<file path="src/rtl/cpu_types_pkg.sv">
// Shared types for the cache/RAM interface: RAM handshake states,
// arbiter states and the machine word type.
// Optional build macro: ARB_FAIR_EN (round-robin arbitration).
package cpu_types_pkg;

   typedef logic [31:0] word_t;

   typedef enum logic [1:0] {
      FREE   = 2'd0,
      BUSY   = 2'd1,
      ACCESS = 2'd2,
      ERROR  = 2'd3
   } ramstate_t;

   typedef enum logic [1:0] {
      IDLE   = 2'd0,
      IFETCH = 2'd1,
      DREAD  = 2'd2,
      DWRITE = 2'd3
   } arb_state_t;

   // Encoding of the last-granted pointer used by round-robin arbitration
   localparam logic PTR_ICACHE = 1'b0;
   localparam logic PTR_DCACHE = 1'b1;

endpackage

</file>
<file path="src/rtl/mem_arb_grant.sv">
// Combinational grant selection between icache and dcache requests.
// Within the dcache a write always beats a read.
// Optional build macro: ARB_FAIR_EN. When defined, simultaneous icache and
// dcache requests alternate based on the parent's last-granted pointer;
// otherwise the dcache always wins.
module mem_arb_grant
   import cpu_types_pkg::*;
(
   input  logic       i_iRen,
   input  logic       i_dRen,
   input  logic       i_dWen,
`ifdef ARB_FAIR_EN
   input  logic       i_lastGrant,
`endif
   output logic [1:0] o_grant
);

   logic       w_dWant;
   arb_state_t w_dState;
   arb_state_t w_grant;

   assign w_dWant  = i_dRen | i_dWen;
   assign o_grant  = w_grant;

   // Pick the access state for whichever requester is granted this cycle
   always_comb begin
      w_dState = i_dWen ? DWRITE : DREAD;
      w_grant  = IDLE;
      if (w_dWant && i_iRen) begin
`ifdef ARB_FAIR_EN
         w_grant = (i_lastGrant == PTR_DCACHE) ? IFETCH : w_dState;
`else
         w_grant = w_dState;
`endif
      end else if (w_dWant) begin
         w_grant = w_dState;
      end else if (i_iRen) begin
         w_grant = IFETCH;
      end
   end

endmodule

</file>
<file path="src/rtl/mem_arbiter_responder.sv">
// Memory-controller end of the caches interface. Arbitrates between one
// icache and one dcache requester and runs one transaction at a time on a
// variable-latency RAM port, with timeout and sticky error reporting.
// Optional build macro: ARB_FAIR_EN (round-robin between icache and dcache).
module mem_arbiter_responder
   import cpu_types_pkg::*;
#(
   parameter int WORD_W  = 32,
   parameter int TIMEOUT = 64
)
(
   input  logic              CLK,
   input  logic              nRST,
   input  logic              iREN,
   input  logic [WORD_W-1:0] iaddr,
   output logic              iwait,
   output logic [WORD_W-1:0] iload,
   input  logic              dREN,
   input  logic              dWEN,
   input  logic [WORD_W-1:0] daddr,
   input  logic [WORD_W-1:0] dstore,
   output logic              dwait,
   output logic [WORD_W-1:0] dload,
   output logic              ramREN,
   output logic              ramWEN,
   output logic [WORD_W-1:0] ramaddr,
   output logic [WORD_W-1:0] ramstore,
   input  logic [WORD_W-1:0] ramload,
   input  logic [1:0]        ramstate,
   output logic              merr
);

   localparam int            CW         = $clog2(TIMEOUT + 1);
   localparam logic [CW-1:0] LAST_COUNT = CW'(TIMEOUT - 1);

   arb_state_t        r_state;
   arb_state_t        w_nextState;
   arb_state_t        w_grant;
   logic [1:0]        w_grantRaw;
   ramstate_t         w_ramState;
   logic [WORD_W-1:0] r_addr;
   logic [WORD_W-1:0] r_store;
   logic [CW-1:0]     r_count;
   logic [WORD_W-1:0] r_iload;
   logic [WORD_W-1:0] r_dload;
   logic              r_merr;
   logic              w_inAccess;
   logic              w_abort;
   logic              w_done;
   logic [WORD_W-1:0] w_readData;
`ifdef ARB_FAIR_EN
   logic              r_lastGrant;
`endif

   mem_arb_grant uGrant (
      .i_iRen      (iREN),
      .i_dRen      (dREN),
      .i_dWen      (dWEN),
`ifdef ARB_FAIR_EN
      .i_lastGrant (r_lastGrant),
`endif
      .o_grant     (w_grantRaw)
   );

   assign w_grant    = arb_state_t'(w_grantRaw);
   assign w_ramState = ramstate_t'(ramstate);
   assign w_inAccess = (r_state != IDLE);
   // The final allowed cycle aborts unless the RAM answers in it
   assign w_abort    = w_inAccess && (w_ramState != ACCESS) &&
                       ((w_ramState == ERROR) || (r_count == LAST_COUNT));
   assign w_done     = w_inAccess && ((w_ramState == ACCESS) || w_abort);
   assign w_readData = w_abort ? '0 : ramload;
   assign ramaddr    = r_addr;
   assign ramstore   = r_store;
   assign merr       = r_merr;

   // State register
   always_ff @(posedge CLK, negedge nRST) begin
      if (!nRST) r_state <= IDLE;
      else       r_state <= w_nextState;
   end

   // Next state: IDLE takes the grant, access states return on completion
   always_comb begin
      w_nextState = r_state;
      case (r_state)
         IDLE:    w_nextState = w_grant;
         default: if (w_done) w_nextState = IDLE;
      endcase
   end

   // Outputs: RAM strobes per access state, wait pulse and load on completion
   always_comb begin
      iwait  = 1'b1;
      dwait  = 1'b1;
      iload  = r_iload;
      dload  = r_dload;
      ramREN = 1'b0;
      ramWEN = 1'b0;
      case (r_state)
         IFETCH: begin
            ramREN = 1'b1;
            if (w_done) begin
               iwait = 1'b0;
               iload = w_readData;
            end
         end
         DREAD: begin
            ramREN = 1'b1;
            if (w_done) begin
               dwait = 1'b0;
               dload = w_readData;
            end
         end
         DWRITE: begin
            ramWEN = 1'b1;
            if (w_done) dwait = 1'b0;
         end
         default: ;
      endcase
   end

   // Latch the granted address and write data so requester changes are ignored
   always_ff @(posedge CLK, negedge nRST) begin
      if (!nRST) begin
         r_addr  <= '0;
         r_store <= '0;
      end else if (r_state == IDLE && w_grant != IDLE) begin
         r_addr <= (w_grant == IFETCH) ? iaddr : daddr;
         if (w_grant == DWRITE) r_store <= dstore;
      end
   end

   // Access-cycle counter: cleared while idle, counts RAM cycles without an answer
   always_ff @(posedge CLK, negedge nRST) begin
      if (!nRST)                    r_count <= '0;
      else if (r_state == IDLE)     r_count <= '0;
      else if (!w_done)             r_count <= r_count + CW'(1);
   end

   // Hold the last returned words so the load outputs stay stable between pulses
   always_ff @(posedge CLK, negedge nRST) begin
      if (!nRST) begin
         r_iload <= '0;
         r_dload <= '0;
      end else if (w_done) begin
         if (r_state == IFETCH) r_iload <= w_readData;
         if (r_state == DREAD)  r_dload <= w_readData;
      end
   end

   // Sticky error flag set by any RAM error or timeout abort
   always_ff @(posedge CLK, negedge nRST) begin
      if (!nRST)        r_merr <= 1'b0;
      else if (w_abort) r_merr <= 1'b1;
   end

`ifdef ARB_FAIR_EN
   // Remember who was granted last so the other side wins the next tie
   always_ff @(posedge CLK, negedge nRST) begin
      if (!nRST)
         r_lastGrant <= PTR_ICACHE;
      else if (r_state == IDLE && w_grant != IDLE)
         r_lastGrant <= (w_grant == IFETCH) ? PTR_ICACHE : PTR_DCACHE;
   end
`endif

endmodule
</file>
<file path="config.mk">
export PLATFORM = sky130hd
export DESIGN_NAME = mem_arbiter_responder
export DESIGN_NICKNAME = d
export VERILOG_FILES = /design/src/rtl/cpu_types_pkg.sv /design/src/rtl/mem_arb_grant.sv /design/src/rtl/mem_arbiter_responder.sv
export SDC_FILE = /design/constraint.sdc
export NUM_CORES = 1
export LEC_CHECK = 0
export ABC_AREA = 1
export ABC_CLOCK_PERIOD_IN_PS = 5100
export BUFFER_PORTS_ARGS = -buffer_cell sky130_fd_sc_hd__buf_2
export CAP_MARGIN = 20
export CORE_MARGIN = 5
export CORE_UTILIZATION = 40
export CTS_CLUSTER_DIAMETER = 60
export DETAILED_ROUTE_END_ITERATION = 7
export HOLD_SLACK_MARGIN = 0.06
export PLACE_DENSITY = 0.65
export SETUP_SLACK_MARGIN = 0.05
export SKIP_LAST_GASP = 1
export SLEW_MARGIN = 20
export SYNTH_ARGS = -nofsm -noshare
export SYNTH_HDL_FRONTEND = slang
export SYNTH_SLANG_ARGS = --single-unit
</file>
<file path="constraint.sdc">
create_clock -name CLK -period 5.1 [get_ports CLK]
set_input_delay 0.765 -clock CLK [delete_from_list [all_inputs] [get_ports CLK]]
set_output_delay 0.765 -clock CLK [all_outputs]
set_load 0.005 [all_outputs]
</file>
==> impl_summary.txt <==
----------------------------------------------------
[Global route]
  Number of antenna violations at the first check in global routing ... 1
  Wire length of the first global-routing pass ... 26.3 mm
  Vias in the first global route ... 5,098
  Largest net degree at the start of global routing ... 108
  Overflow left after global routing ... 0
  Total global-route track usage ... between 10% and 20%

[Critical path]
  WP buf/inv ... 3
  Cell with the biggest individual delay on the critical path ... sky130_fd_sc_hd__nand3_4
  Reg2Reg Launch Point ... r_state[0]
  Cells on worst reg2reg path ... 7
  Worst setup path start ... r_state[0]
  Signal arrival time at the worst endpoint ... 2.74 ns
  Max Fanout on Critical Path ... 97
  Start-to-end type of the worst setup path ... flop to output pin
  Worst reg-to-reg setup slack ... about 2.7 ns
  Cell-by-cell trace of the critical path ... inv_1, ha_1, inv_2, nand3_4, nand2_1, o21ai_1, buf_2
  CP Data Required Time ... 4.34 ns
  Kind of cell with the highest combined delay on the critical path ... simple AND/OR/NAND/NOR gates
  CP max stage delay ... 0.68 ns
  Capture point of the worst reg-to-reg path ... ramaddr[19]
  Sort of element at the start of the critical path ... flop
  Endpoint class of the critical path ... output pin

[Synthesis]
  Number of distinct library cells after synthesis ... 27
  Top cells by area in the synthesized netlist ... sky130_fd_sc_hd__dfrtp_1 56%, sky130_fd_sc_hd__o21ai_1 9.3%, sky130_fd_sc_hd__nand2_1 8.8%
  Synth top area share ... a little under three fifths
  Yosys warning count ... 0
  Mapped Area ... 6120 um^2
  Post-synthesis cell count ... approximately 640
  Syn nets ... between 700 and 800
  Post-Syn Area per Cell ... ~9.6 um^2
  Synth Register Bits ... 138
  Largest area contributor in the synthesized netlist ... sky130_fd_sc_hd__dfrtp_1
  Sequential-to-total area share from yosys stat ... a little under three fifths

[Routing]
  Pre-Repair DR Iteration Count ... 4
  Number of vias per cell after detailed routing ... between 4 and 5
  Total wire length ... 16.3 mm
  Number of vias in the routed layout ... ~5,300
  Final routed DRC violation total ... 0
  Starting DRC count in detailed routing ... about 170
  Number of nets still failing antenna checks after routing ... 0
  Post-DR wirelength/cell ... between 10 and 15 um

[Final layout]
  Share of cells above drive strength 1 ... 40.4%
  Net count reported at finish ... 1,027
  Syn-to-layout area delta ... 33.3%
  Diodes inserted ... 0
  Number of standard cells in the layout, taps in and fillers out ... 1,088

[STA]
  Final hold violation count ... 0
  Final Slew Violations ... 0
  Max-slew headroom at the worst pin ... between 30% and 40%
  Final setup violation count ... 0
  Ratio of final minimum period to clock period ... 68.7%
  Slew at the pin with the worst max-slew slack ... 0.969 ns
  Max Clk Rate ... 285 MHz
  Final worst clock skew ... 0.00663 ns
  Time the final worst path needs with I/O delays and setup ... 3.50 ns
  RSZ-0062 raised after global routing ... no
  Total Neg Setup Slack ... 0 ns

[Place]
  PortBufs ... between 200 and 300
  # placed instances ... 1,055
  Routability congestion estimate ... approximately 0.79
  Sum of net half-perimeters after detailed placement ... 11.8 mm

[Clock network]
  Clock-pin slew of the registers on the worst-case setup and hold paths ... 0.06 ns
  Htree depth ... 4
  TritonCTS clock tree ... done
  Clock latency reported for the late side of the worst-skew pair ... a little over 0.4 ns
  Resize count post-CTS ... 0
  Setup repair bufs after CTS ... 0
  Clock net sink count ... about 140
  Number of clock buffers inserted by TritonCTS ... 17
  Clock tree buffer depth ... 2
  CTS Root Buffer Type ... sky130_fd_sc_hd__clkbuf_16
  Hold buffer count at cts ... 0

[Die]
  DIE HEIGHT ... 134 um
  Row cnt ... 45
  Number of placed I/O pins ... 268
  Die extent in x ... 134 um
  Core region area ... about 15,000 um^2
  Total Die Area ... 17,900 um^2
  Initial core utilization ... about two fifths

[Outcome]
  Outcome ... finished, final reports clean

[Min path]
  Tightest Hold Check Type ... input port to asynchronous set/reset pin

[Pwr]
  Cell area power density ... between 600 and 700 nW/um^2
  P_leak ... approximately 4.2 nW
  Maximum vdd ir drop ... roughly 0.30 mV

[Flow run]
  Number of violations of the max-capacitance limit ... 0

----------------------------------------------------
[kinds of logic after synthesis]
| family | after synthesis | share of synthesized area, % |
|---|---|---|
| buf+inv | 58 | 4.91 |
| mux | 32 | 5.89 |
| compound gates | 167 | 15.1 |
| flops | 138 | 56.4 |
| fa+ha+maj | 5 | 1.02 |
| simple gates | 235 | 16.4 |
| xor+xnor | 2 | 0.286 |
[stage by stage]
step	area, um^2	hold WS, ns	power (mW)	setup WS, ns	util, %
finish	8160	0.457	5.04	1.60	54.1
CTS	8130	0.464	5.11	1.46	53.9
global route	8160	0.501	5.44	1.27	54.1
detailed placement	7490	0.448	3.78	1.88	49.7
global placement	7490	0.443	3.73	1.95	49.7
floorplan	6120	0.443	2.94	2.81	-
[state kept, by name, indices dropped and copies added, names as in the netlist]
register	count
merr	1
r_count	7
r_dload	32
r_iload	32
r_state	2
ramaddr	32
ramstore	32
[how the worst max path moves through the flow]
| stage | endpoint | slack (ns) | cells after the start |
|---|---|---|---|
| finish | iload[2] | 1.60 | 7 |
| global route | iload[14] | 1.27 | 7 |
| CTS | dload[7] | 1.46 | 7 |
| detailed placement | dload[7] | 1.88 | 7 |
| global placement | dload[14] | 1.95 | 7 |
| floorplan | iload[0] | 2.81 | 6 |
[area by class of cell]
class / instances / area (um^2)
Sequential cell: 138 / 3450
Timing Repair Buffer: 273 / 1410
Clock buffer: 18 / 439
Clock inverter: 14 / 195
Fill cell: 1426 / 6930
Inverter: 16 / 60.1
Multi-Input combinational cell: 441 / 2370
Tap cell: 188 / 235
[where the power goes]
part	switching [mW]	internal, mW
Clock	0.472	0.833
Sequential	0.200	1.60
Combinational	1.06	0.874
[per-layer routing]
| metal | routed length (um) | vias up | GRT usage, % | share of wire, % |
|---|---|---|---|---|
| li1 | - | 2664 | - | - |
| met1 | 6860 | 2351 | 22.8 | 42 |
| met3 | 1500 | 19 | 7.14 | 9.2 |
| met5 | 12 | - | 0 | 0.074 |
| met4 | 255 | 2 | 5.71 | 1.6 |
| met2 | 7670 | 214 | 29.5 | 47 |
[Yosys cell counts, drive strengths merged]
cell type / n
ha: 5
inv: 16
or2: 1
nand2: 155
mux2: 32
clkbuf: 22
xor2: 1
buf: 20
a21oi: 1
o21ai: 133
dfrtp: 138
nand3: 35
a31oi: 32
xnor2: 1
a311oi: 1
nor2: 41
nand4: 3
[placed cells by master, fill, tap and decap left out, types with 8 or more instances in the layout]
cell	count
sky130_fd_sc_hd__a31oi_1	32
sky130_fd_sc_hd__buf_2	266
sky130_fd_sc_hd__clkbuf_16	17
sky130_fd_sc_hd__dfrtp_1	138
sky130_fd_sc_hd__inv_1	15
sky130_fd_sc_hd__mux2_2	32
sky130_fd_sc_hd__nand2_1	143
sky130_fd_sc_hd__nand2_2	11
sky130_fd_sc_hd__nand3_1	33
sky130_fd_sc_hd__nor2_1	39
sky130_fd_sc_hd__o21ai_0	11
sky130_fd_sc_hd__o21ai_1	114
sky130_fd_sc_hd__o21ai_2	8
Power figures use the tool's default switching activity.
